===== src/rtl/pc_redirect.sv =====
// Fetch PC register and next-PC sequencer. Applies decode-stage branch/jump
// targets with MIPS delay-slot semantics, plus exception/ERET redirects and stalls.
module pc_redirect #(
    parameter logic [31:0] RESET_PC = 32'hBFC0_0000,
    parameter int unsigned PC_STEP  = 4
) (
    input  logic        clk,
    input  logic        rst,
    input  logic        stall_i,
    input  logic        br_valid_i,
    input  logic        br_taken_i,
    input  logic [31:0] br_target_i,
    input  logic [31:0] br_ds_pc_i,
    input  logic        exc_valid_i,
    input  logic [31:0] exc_target_i,
    output logic [31:0] pc_o,
    output logic [31:0] npc_o,
    output logic        pc_valid_o,
    output logic        flush_o,
    output logic        redirect_o
);

    localparam logic [31:0] STEP = 32'(PC_STEP);

    typedef enum logic [0:0] {
        ST_SEQ  = 1'b0,
        ST_HOLD = 1'b1
    } state_t;

    state_t      state_q, state_d;
    logic [31:0] pc_q, pc_d;
    logic [31:0] pend_target_q, pend_target_d;
    logic        pend_flush_q, pend_flush_d;
    logic        pc_valid_q, pc_valid_d;
    logic        redirect_q, redirect_d;

    logic        advance_s;
    logic        accept_s;
    logic        wrong_path_s;
    logic        flush_s;

    assign npc_o      = pc_q + STEP;
    assign pc_o       = pc_q;
    assign pc_valid_o = pc_valid_q;
    assign redirect_o = redirect_q;
    assign flush_o    = flush_s;

    // Next-PC selection, pending-target capture and wrong-path flush
    always_comb begin
        state_d       = state_q;
        pc_d          = pc_q;
        pend_target_d = pend_target_q;
        pend_flush_d  = pend_flush_q;
        pc_valid_d    = 1'b1;
        redirect_d    = 1'b0;

        advance_s    = !stall_i && pc_valid_q;
        accept_s     = br_valid_i && br_taken_i && (state_q == ST_SEQ);
        // A mismatch means the delay slot already issued, so pc_q is wrong-path.
        wrong_path_s = (pc_q != br_ds_pc_i);

        if (rst) begin
            flush_s = 1'b0;
        end else begin
            flush_s = exc_valid_i
                    || (accept_s && wrong_path_s)
                    || ((state_q == ST_HOLD) && pend_flush_q);
        end

        if (exc_valid_i) begin
            pc_d          = exc_target_i;
            state_d       = ST_SEQ;
            pend_target_d = 32'h0000_0000;
            pend_flush_d  = 1'b0;
            redirect_d    = 1'b1;
        end else begin
            case (state_q)
                ST_HOLD: begin
                    if (advance_s) begin
                        pc_d          = pend_target_q;
                        state_d       = ST_SEQ;
                        pend_target_d = 32'h0000_0000;
                        pend_flush_d  = 1'b0;
                        redirect_d    = 1'b1;
                    end else begin
                        state_d = ST_HOLD;
                    end
                end
                ST_SEQ: begin
                    if (accept_s && advance_s) begin
                        pc_d       = br_target_i;
                        redirect_d = 1'b1;
                    end else if (accept_s) begin
                        pend_target_d = br_target_i;
                        pend_flush_d  = wrong_path_s;
                        state_d       = ST_HOLD;
                    end else if (advance_s) begin
                        pc_d = npc_o;
                    end else begin
                        pc_d = pc_q;
                    end
                end
                default: begin
                    state_d       = ST_SEQ;
                    pend_target_d = 32'h0000_0000;
                    pend_flush_d  = 1'b0;
                end
            endcase
        end
    end

    // State, PC and status registers with asynchronous reset
    always_ff @(posedge clk or posedge rst) begin
        if (rst) begin
            state_q       <= ST_SEQ;
            pc_q          <= RESET_PC;
            pend_target_q <= 32'h0000_0000;
            pend_flush_q  <= 1'b0;
            pc_valid_q    <= 1'b0;
            redirect_q    <= 1'b0;
        end else begin
            state_q       <= state_d;
            pc_q          <= pc_d;
            pend_target_q <= pend_target_d;
            pend_flush_q  <= pend_flush_d;
            pc_valid_q    <= pc_valid_d;
            redirect_q    <= redirect_d;
        end
    end

endmodule


===== config.mk =====
export PLATFORM = sky130hd
export DESIGN_NAME = pc_redirect
export DESIGN_NICKNAME = d
export VERILOG_FILES = /design/src/rtl/pc_redirect.sv
export SDC_FILE = /design/constraint.sdc
export NUM_CORES = 1
export LEC_CHECK = 0
export CAP_MARGIN = 20
export CORE_UTILIZATION = 50
export DETAILED_ROUTE_END_ITERATION = 12
export PLACE_DENSITY = 0.89
export SYNTH_ARGS = -nofsm -noshare
export SYNTH_HDL_FRONTEND = slang
export SYNTH_SLANG_ARGS = --single-unit

===== constraint.sdc =====
create_clock -name clk -period 7.35 [get_ports clk]
set_input_delay 1.8375 -clock clk [delete_from_list [all_inputs] [get_ports clk]]
set_output_delay 1.8375 -clock clk [all_outputs]
set_load 0.01 [all_outputs]

==> results of run 1 <==
-- cells in the mapped netlist (all sizes together) (3+ instances only) --
library cell  instances  area, um2
nand2               102        383
dfrtp                59       1480
o21ai                57        285
xnor2                50        438
a21oi                36        180
nor2                 30        115
buf                  27        136
clkbuf               24       95.1
nand4                20        176
inv                  15       56.3
nor3                 15        129
a221oi               12        105
a221o                11        110
xor2                 10       87.6
dfstp                 9        236
nand3                 9       50.1
o22ai                 7       43.8
or3                   7       43.8
a2bb2oi               5       43.8
and4                  5       43.8
nor4                  5       52.6
a21o                  4       30.0
a31o                  4       35.0
mux2i                 4       40.0
o21bai                4       30.0
o31ai                 4       30.0
and2                  3       18.8
o21a                  3       22.5
-- final timing paths --
check                                  start                 to  slack (ns)  cells past startpoint
max in group asynchronous                rst  pend_target_q[13]        4.63                      3
setup reg to reg                     state_q           pc_o[30]        4.67                      6
hold reg to reg            pend_target_q[23]  pend_target_q[23]        0.48                      2
setup / recovery               br_ds_pc_i[3]            flush_o        1.32                      7
min in group asynchronous                rst   pend_target_q[6]        2.15                      3
hold / removal             pend_target_q[23]  pend_target_q[23]        0.48                      2
-- worst max-delay path, cell delays in order --
cell and delay (ns):
clkdlybuf4s50_1 0.41, xnor2_1 0.30, nand4_1 0.15, nor4_1 0.50
nand2_1 0.21, a31o_2 0.30, clkdlybuf4s50_1 0.47
-- state kept, by name (all words and copies together), names as in the netlist --
signal and count:
pc_o 32, pc_valid_o 1, pend_flush_q 1, pend_target_q 32, redirect_o 1, state_q 1
-- power by group --
group          switching, mW  total [mW]  internal, mW
Clock                  0.147       0.302         0.155
Sequential            0.0671       0.483         0.416
Combinational          0.177       0.379         0.202
Total                  0.390        1.16         0.773
-- layer usage --
| layer | vias to the layer above | part of all wire | GRT usage |
|---|---|---|---|
| met3 | 31 | 0.097 | 0.0639 |
| met4 | 0 | 0.027 | 0.138 |
| li1 | 2302 | - | - |
| met2 | 333 | 0.48 | 0.580 |
| met5 | - | 0 | 0 |
| met1 | 2404 | 0.39 | 0.462 |
-- through the flow --
step,instances,area (um2),utilization
after floorplan,572,4750,-
final,843,6650,0.719
after global placement,825,6430,0.696
after CTS,843,6650,0.719
after global routing,843,6650,0.719
after detailed placement,827,6460,0.699
-- final cells by class --
cell class / count / area, um2
multi-input combinational: 438 / 2760
fill: 707 / 2590
timing repair buffer: 177 / 1770
sequential: 68 / 1710
tap: 129 / 161
clock buffer: 11 / 131
inverter: 15 / 56.3
clock inverter: 5 / 52.6
-- kinds of logic after synthesis --
family,Yosys count,synth area share
other,1,0.000790
AND/OR/NAND/NOR,206,0.228
buffers and inverters,66,0.0606
XOR/XNOR,60,0.111
flip-flops,68,0.361
adder cells (fa/ha/maj),1,0.00263
AO/OA/AOI/OAI,165,0.226
multiplexers,5,0.0108
-- cell usage in the layout (no fill, tap or decap), types with 5 or more instances in the layout --
| master | n |
|---|---|
| dfrtp_1 | 59 |
| or3_1 | 7 |
| clkbuf_8 | 9 |
| and4_1 | 5 |
| xnor2_1 | 50 |
| nor3_1 | 8 |
| nand4_1 | 16 |
| o21ai_0 | 56 |
| xor2_1 | 10 |
| a21oi_1 | 35 |
| inv_1 | 14 |
| clkdlybuf4s50_1 | 168 |
| nand3_1 | 8 |
| nand2_1 | 102 |
| nor2_1 | 29 |
| a221oi_1 | 12 |
| a2bb2oi_1 | 5 |
| o22ai_1 | 7 |
| a221o_1 | 11 |
| buf_4 | 8 |
| dfstp_2 | 9 |
==> results.md, run 1 <==
- Area of the mapped netlist: 4750 um2
- TritonRoute pass-1 iters: 6
- CTS Buf Count: 9
- Clk buf depth: 2
- DR DRC count: 0
- Drt first-iter violations: 486
- Pwr dens: 175 nW/um2
- Hold Buf Count CTS: 0
- DPL Wire Length: 12,600 um
- Worst Setup Start Kind: input port
- Post-synthesis sequential area ratio: 0.361
- Async SR Flop Fraction: 1.00
- MaxCap Viol Count: 0
- Final min period: 6.03 ns
- Largest net degree at the start of global routing: 69
- Gr usage total: 0.352
- Overall Power: 1.16 mW
- Worst Tran Pin Value: 0.875 ns
- Number of global-route vias before repair: 4,876
- Peak supply drop: 0.000108 V
- Starting Density: 0.514
- Status: finished, final reports clean
- Final setup fails: 0
- Via count: 5,070
- Root buffer cell: clkbuf_8
- Final hold violation count: 0
- Num rows: 35
- GRT Residual Overflow: 0
- Synth warnings: 0
- Worst Path Max Fanout: 2
- Clock skew: 0.0104 ns
- First-pass GRT wire length: 26,300 um
- Worst hold path class: reg2reg
- Worst-Skew Late Latency: 0.35 ns
- RSZ-0062 raised after global routing: no
- Routed length per instance: 20.3 um
- DRT antenna net count: 0
- Nets: 812
- Setup_tns: 0 ns
- Pre-CTS WS: 1.30 ns
- Core area: 9240 um2
- Critical Path AT: 4.19 ns
- Period Utilization, post-route: 0.820
- Distinct cell type count after synthesis: 63
- Post-CTS Resized: 0
- Req. time, crit path: 5.51 ns
- Layout Area Growth over Synthesis: 39.9%
- Final setup margin: 1.32 ns
- Port Buf Inserts: 168
- IO Count: 169
- Die W: 99.5 um
- Fraction of layout cells with a size suffix above 1: 0.0728
- Placer Congestion: 0.932
- Final wirelength: 17,100 um
- Post-CTS Setup Bufs: 0
- Critical path type: in2out
- ANT cells: 0
- P_leak: 2.60 nW
- Fmax: 166 MHz
- Fin. max-slew vios: 0
- Setup crit end kind: output pin
- Height of the die: 99.5 um
- Clock slew at reported path FFs: 0.07 ns
- Flop and latch count out of synthesis: 68
- H-tree Lvls: 3
- Worst slew margin: 0.417
- Initial antenna violation count: 0
- EDFF count, synth: 0
- Final hold slack: 0.483 ns
- Die area: 9890 um2
- CTS tree: done
- Mean Syn Cell Area: 8.30 um2
- Total clock sinks: 68
- Synth Instances: 572
- Avg Vias per Cell: 6.01
- Top_reg_cell synth: dfrtp_1
- Synthesized Nets: 675
Power figures use the tool's default switching activity.
==> run 2, diff against run 1 <==
--- a/config.mk
+++ b/config.mk
@@ -6,9 +6,9 @@
 export NUM_CORES = 1
 export LEC_CHECK = 0
 export CAP_MARGIN = 20
-export CORE_UTILIZATION = 50
+export CORE_UTILIZATION = 46
 export DETAILED_ROUTE_END_ITERATION = 12
-export PLACE_DENSITY = 0.89
+export PLACE_DENSITY = 0.83
 export SYNTH_ARGS = -nofsm -noshare
 export SYNTH_HDL_FRONTEND = slang
 export SYNTH_SLANG_ARGS = --single-unit
==> constraint.sdc (replaced) <==
create_clock -name clk -period 6.25 [get_ports clk]
set_input_delay 1.5625 -clock clk [delete_from_list [all_inputs] [get_ports clk]]
set_output_delay 1.5625 -clock clk [all_outputs]
set_load 0.01 [all_outputs]
==> run 2 against run 1 <==
Against the previous run: die area is 8.5% higher; first-iteration DRC count shrank 28%; sequential share of layout area fell by 0.14 points.
==> results.md, run 2 (synthesis results as in run 1) <==
- Via count: 4,999 (-1.4%)
- Total length of routed met3 wires: 1470 um (-12%)
- Core area: 9910 um2 (+7.2%)
- Wl on met1: 7050 um (+4.9%)
- Die W: 104 um (+4.2%)
- Commonest cells after routing, fill and taps aside: clkdlybuf4s50_1 (168), nand2_1 (102), dfrtp_1 (59)
- Port Buf Inserts: 168 (unchanged)
- Overall Power: 1.41 mW (+22%)
- Pwr dens: 212 nW/um2 (+21%)
- Worst Setup Start Kind: input port
- TritonRoute pass-1 iters: 5 (-1)
- Final hold violation count: 0 (unchanged)
- Drt first-iter violations: 351 (-28%)
- Post-CTS Setup Bufs: 0 (unchanged)
- Setup_tns: 0 ns (unchanged)
- Clk buf depth: 2 (unchanged)
- GRT Residual Overflow: 0 (unchanged)
- Met2 WL post-DR: 7700 um (-6.9%)
- Number of global-route vias before repair: 4,894 (+0.37%)
- Fillers: 806 (+14%)
- Worst Path Max Fanout: 2 (unchanged)
- Fin. max-slew vios: 0 (unchanged)
- Die area: 10,700 um2 (+8.5%)
- Placed cells: 831 (+0.48%)
- Final min period: 5.25 ns
- Most common cell after layout, fill and taps aside: clkdlybuf4s50_1
- Largest net degree at the start of global routing: 69 (unchanged)
- Final wirelength: 16,800 um (-2.2%)
- First-pass GRT wire length: 26,600 um (+1.2%)
- Height of the die: 104 um (+4.2%)
- Fmax: 190 MHz
- IO Count: 169 (unchanged)
- RSZ-0062 raised after global routing: no
- H-tree Lvls: 3 (unchanged)
- Placer Congestion: 0.918 (-1.5%)
- Status: finished, final reports clean
- Num rows: 36 (+2.9%)
- Req. time, crit path: 4.69 ns (-0.82 ns)
- DPL Wire Length: 12,500 um (-0.90%)
- Final setup fails: 0 (unchanged)
- CTS Buf Count: 9 (unchanged)
- Clock slew at reported path FFs: 0.08 ns (about the same)
- Critical Path AT: 3.69 ns (-0.50 ns)
- Avg Vias per Cell: 5.90 (-1.9%)
- MaxCap Viol Count: 0 (unchanged)
- Total clock sinks: 68 (unchanged)
- Critical path type: in2out
- Worst slew margin: 0.373 (-0.0436)
- Worst-Skew Late Latency: 0.35 ns (about the same)
- Period Utilization, post-route: 0.840
- CP startpoint: br_ds_pc_i[3]
- Worst hold path class: reg2reg
- Routed length per instance: 19.8 um (-2.6%)
- Peak supply drop: 0.000111 V (+2.8%)
- Uppermost layer routed: met4
- DR DRC count: 0 (unchanged)
- Worst Tran Pin Value: 0.940 ns (+0.0653 ns)
- Worst Min Path Start: pend_target_q[10]
- Layout Area Growth over Synthesis: 40.7%
- Clock skew: 0.0121 ns (+0.00166 ns)
- Initial antenna violation count: 0 (unchanged)
- Setup crit end kind: output pin
- Post-CTS Resized: 0 (unchanged)
- Hold Buf Count CTS: 0 (unchanged)
- Fraction of layout cells with a size suffix above 1: 0.0742 (+0.00140)
- Start of the worst register-to-register path: pc_valid_o
- Starting Density: 0.479 (-0.0347)
- Gr usage total: 0.317 (-0.0353)
- ANT cells: 0 (unchanged)
- Final std cells w/o fill: 847 (+0.47%)
- DRT antenna net count: 0 (unchanged)
- Root buffer cell: clkbuf_8
- CTS tree: done
- P_leak: 2.61 nW (+0.39%)
- Nets: 812 (unchanged)
## run 2: cell count changes in the layout (fill, tap and decap cells not counted), sizes merged
cell      change
clkinv        -1
bufinv        +1
clkinvlp      +1
clkbuf        -1
## run 2: layer usage
layer | global-route usage | vias to the layer above
met3 | 0.0680 | 40
met1 | 0.418 | 2382
met5 | 0 | -
met2 | 0.505 | 272
li1 | - | 2305
met4 | 0.126 | 0
## run 2: report_power, final
part / switching, mW / total (mW) / internal [mW]
logic: 0.203 / 0.440 / 0.237
registers: 0.0780 / 0.567 / 0.489
clock network: 0.182 / 0.407 / 0.225
## run 2: through the flow
step / utilization / hold slack [ns] / setup slack [ns] / instance area (um2)
5_1_grt: 0.674 / 0.508 / 0.788 / 6680
3_5_place_dp: 0.653 / 0.462 / 0.960 / 6470
3_3_place_gp: 0.650 / 0.453 / 0.973 / 6440
6_report: 0.674 / 0.481 / 1.00 / 6680
2_1_floorplan: - / 0.441 / 1.35 / 4750
4_1_cts: 0.674 / 0.479 / 0.962 / 6680
## run 2: critical path, cell delays in order
cell and delay (ns):
clkdlybuf4s50_1 0.43, xnor2_1 0.24, nand4_1 0.13, nor4_1 0.35
nand2_1 0.20, a31o_2 0.30, clkdlybuf4s50_1 0.47
## run 2: final timing paths
check,to,depth (start not counted),slack [ns]
hold reg to reg,pend_target_q[10],2,0.48
setup / recovery,flush_o,7,1.0
setup reg to reg,pc_o[30],6,3.79
hold / removal,pend_target_q[10],2,0.48
max in group asynchronous,pend_target_q[16],3,3.79
min in group asynchronous,pend_target_q[6],3,1.90
## run 2: area by class of cell
| cell class | count | area (um2) | share of cell area |
|---|---|---|---|
| multi-input combinational | 438 | 2760 | 0.413 |
| timing repair buffer | 177 | 1770 | 0.265 |
| sequential | 68 | 1710 | 0.256 |
| tap | 133 | 166 | 0.0249 |
| clock buffer | 10 | 128 | 0.0191 |
| clock inverter | 6 | 88.8 | 0.0133 |
| inverter | 15 | 56.3 | 0.00842 |
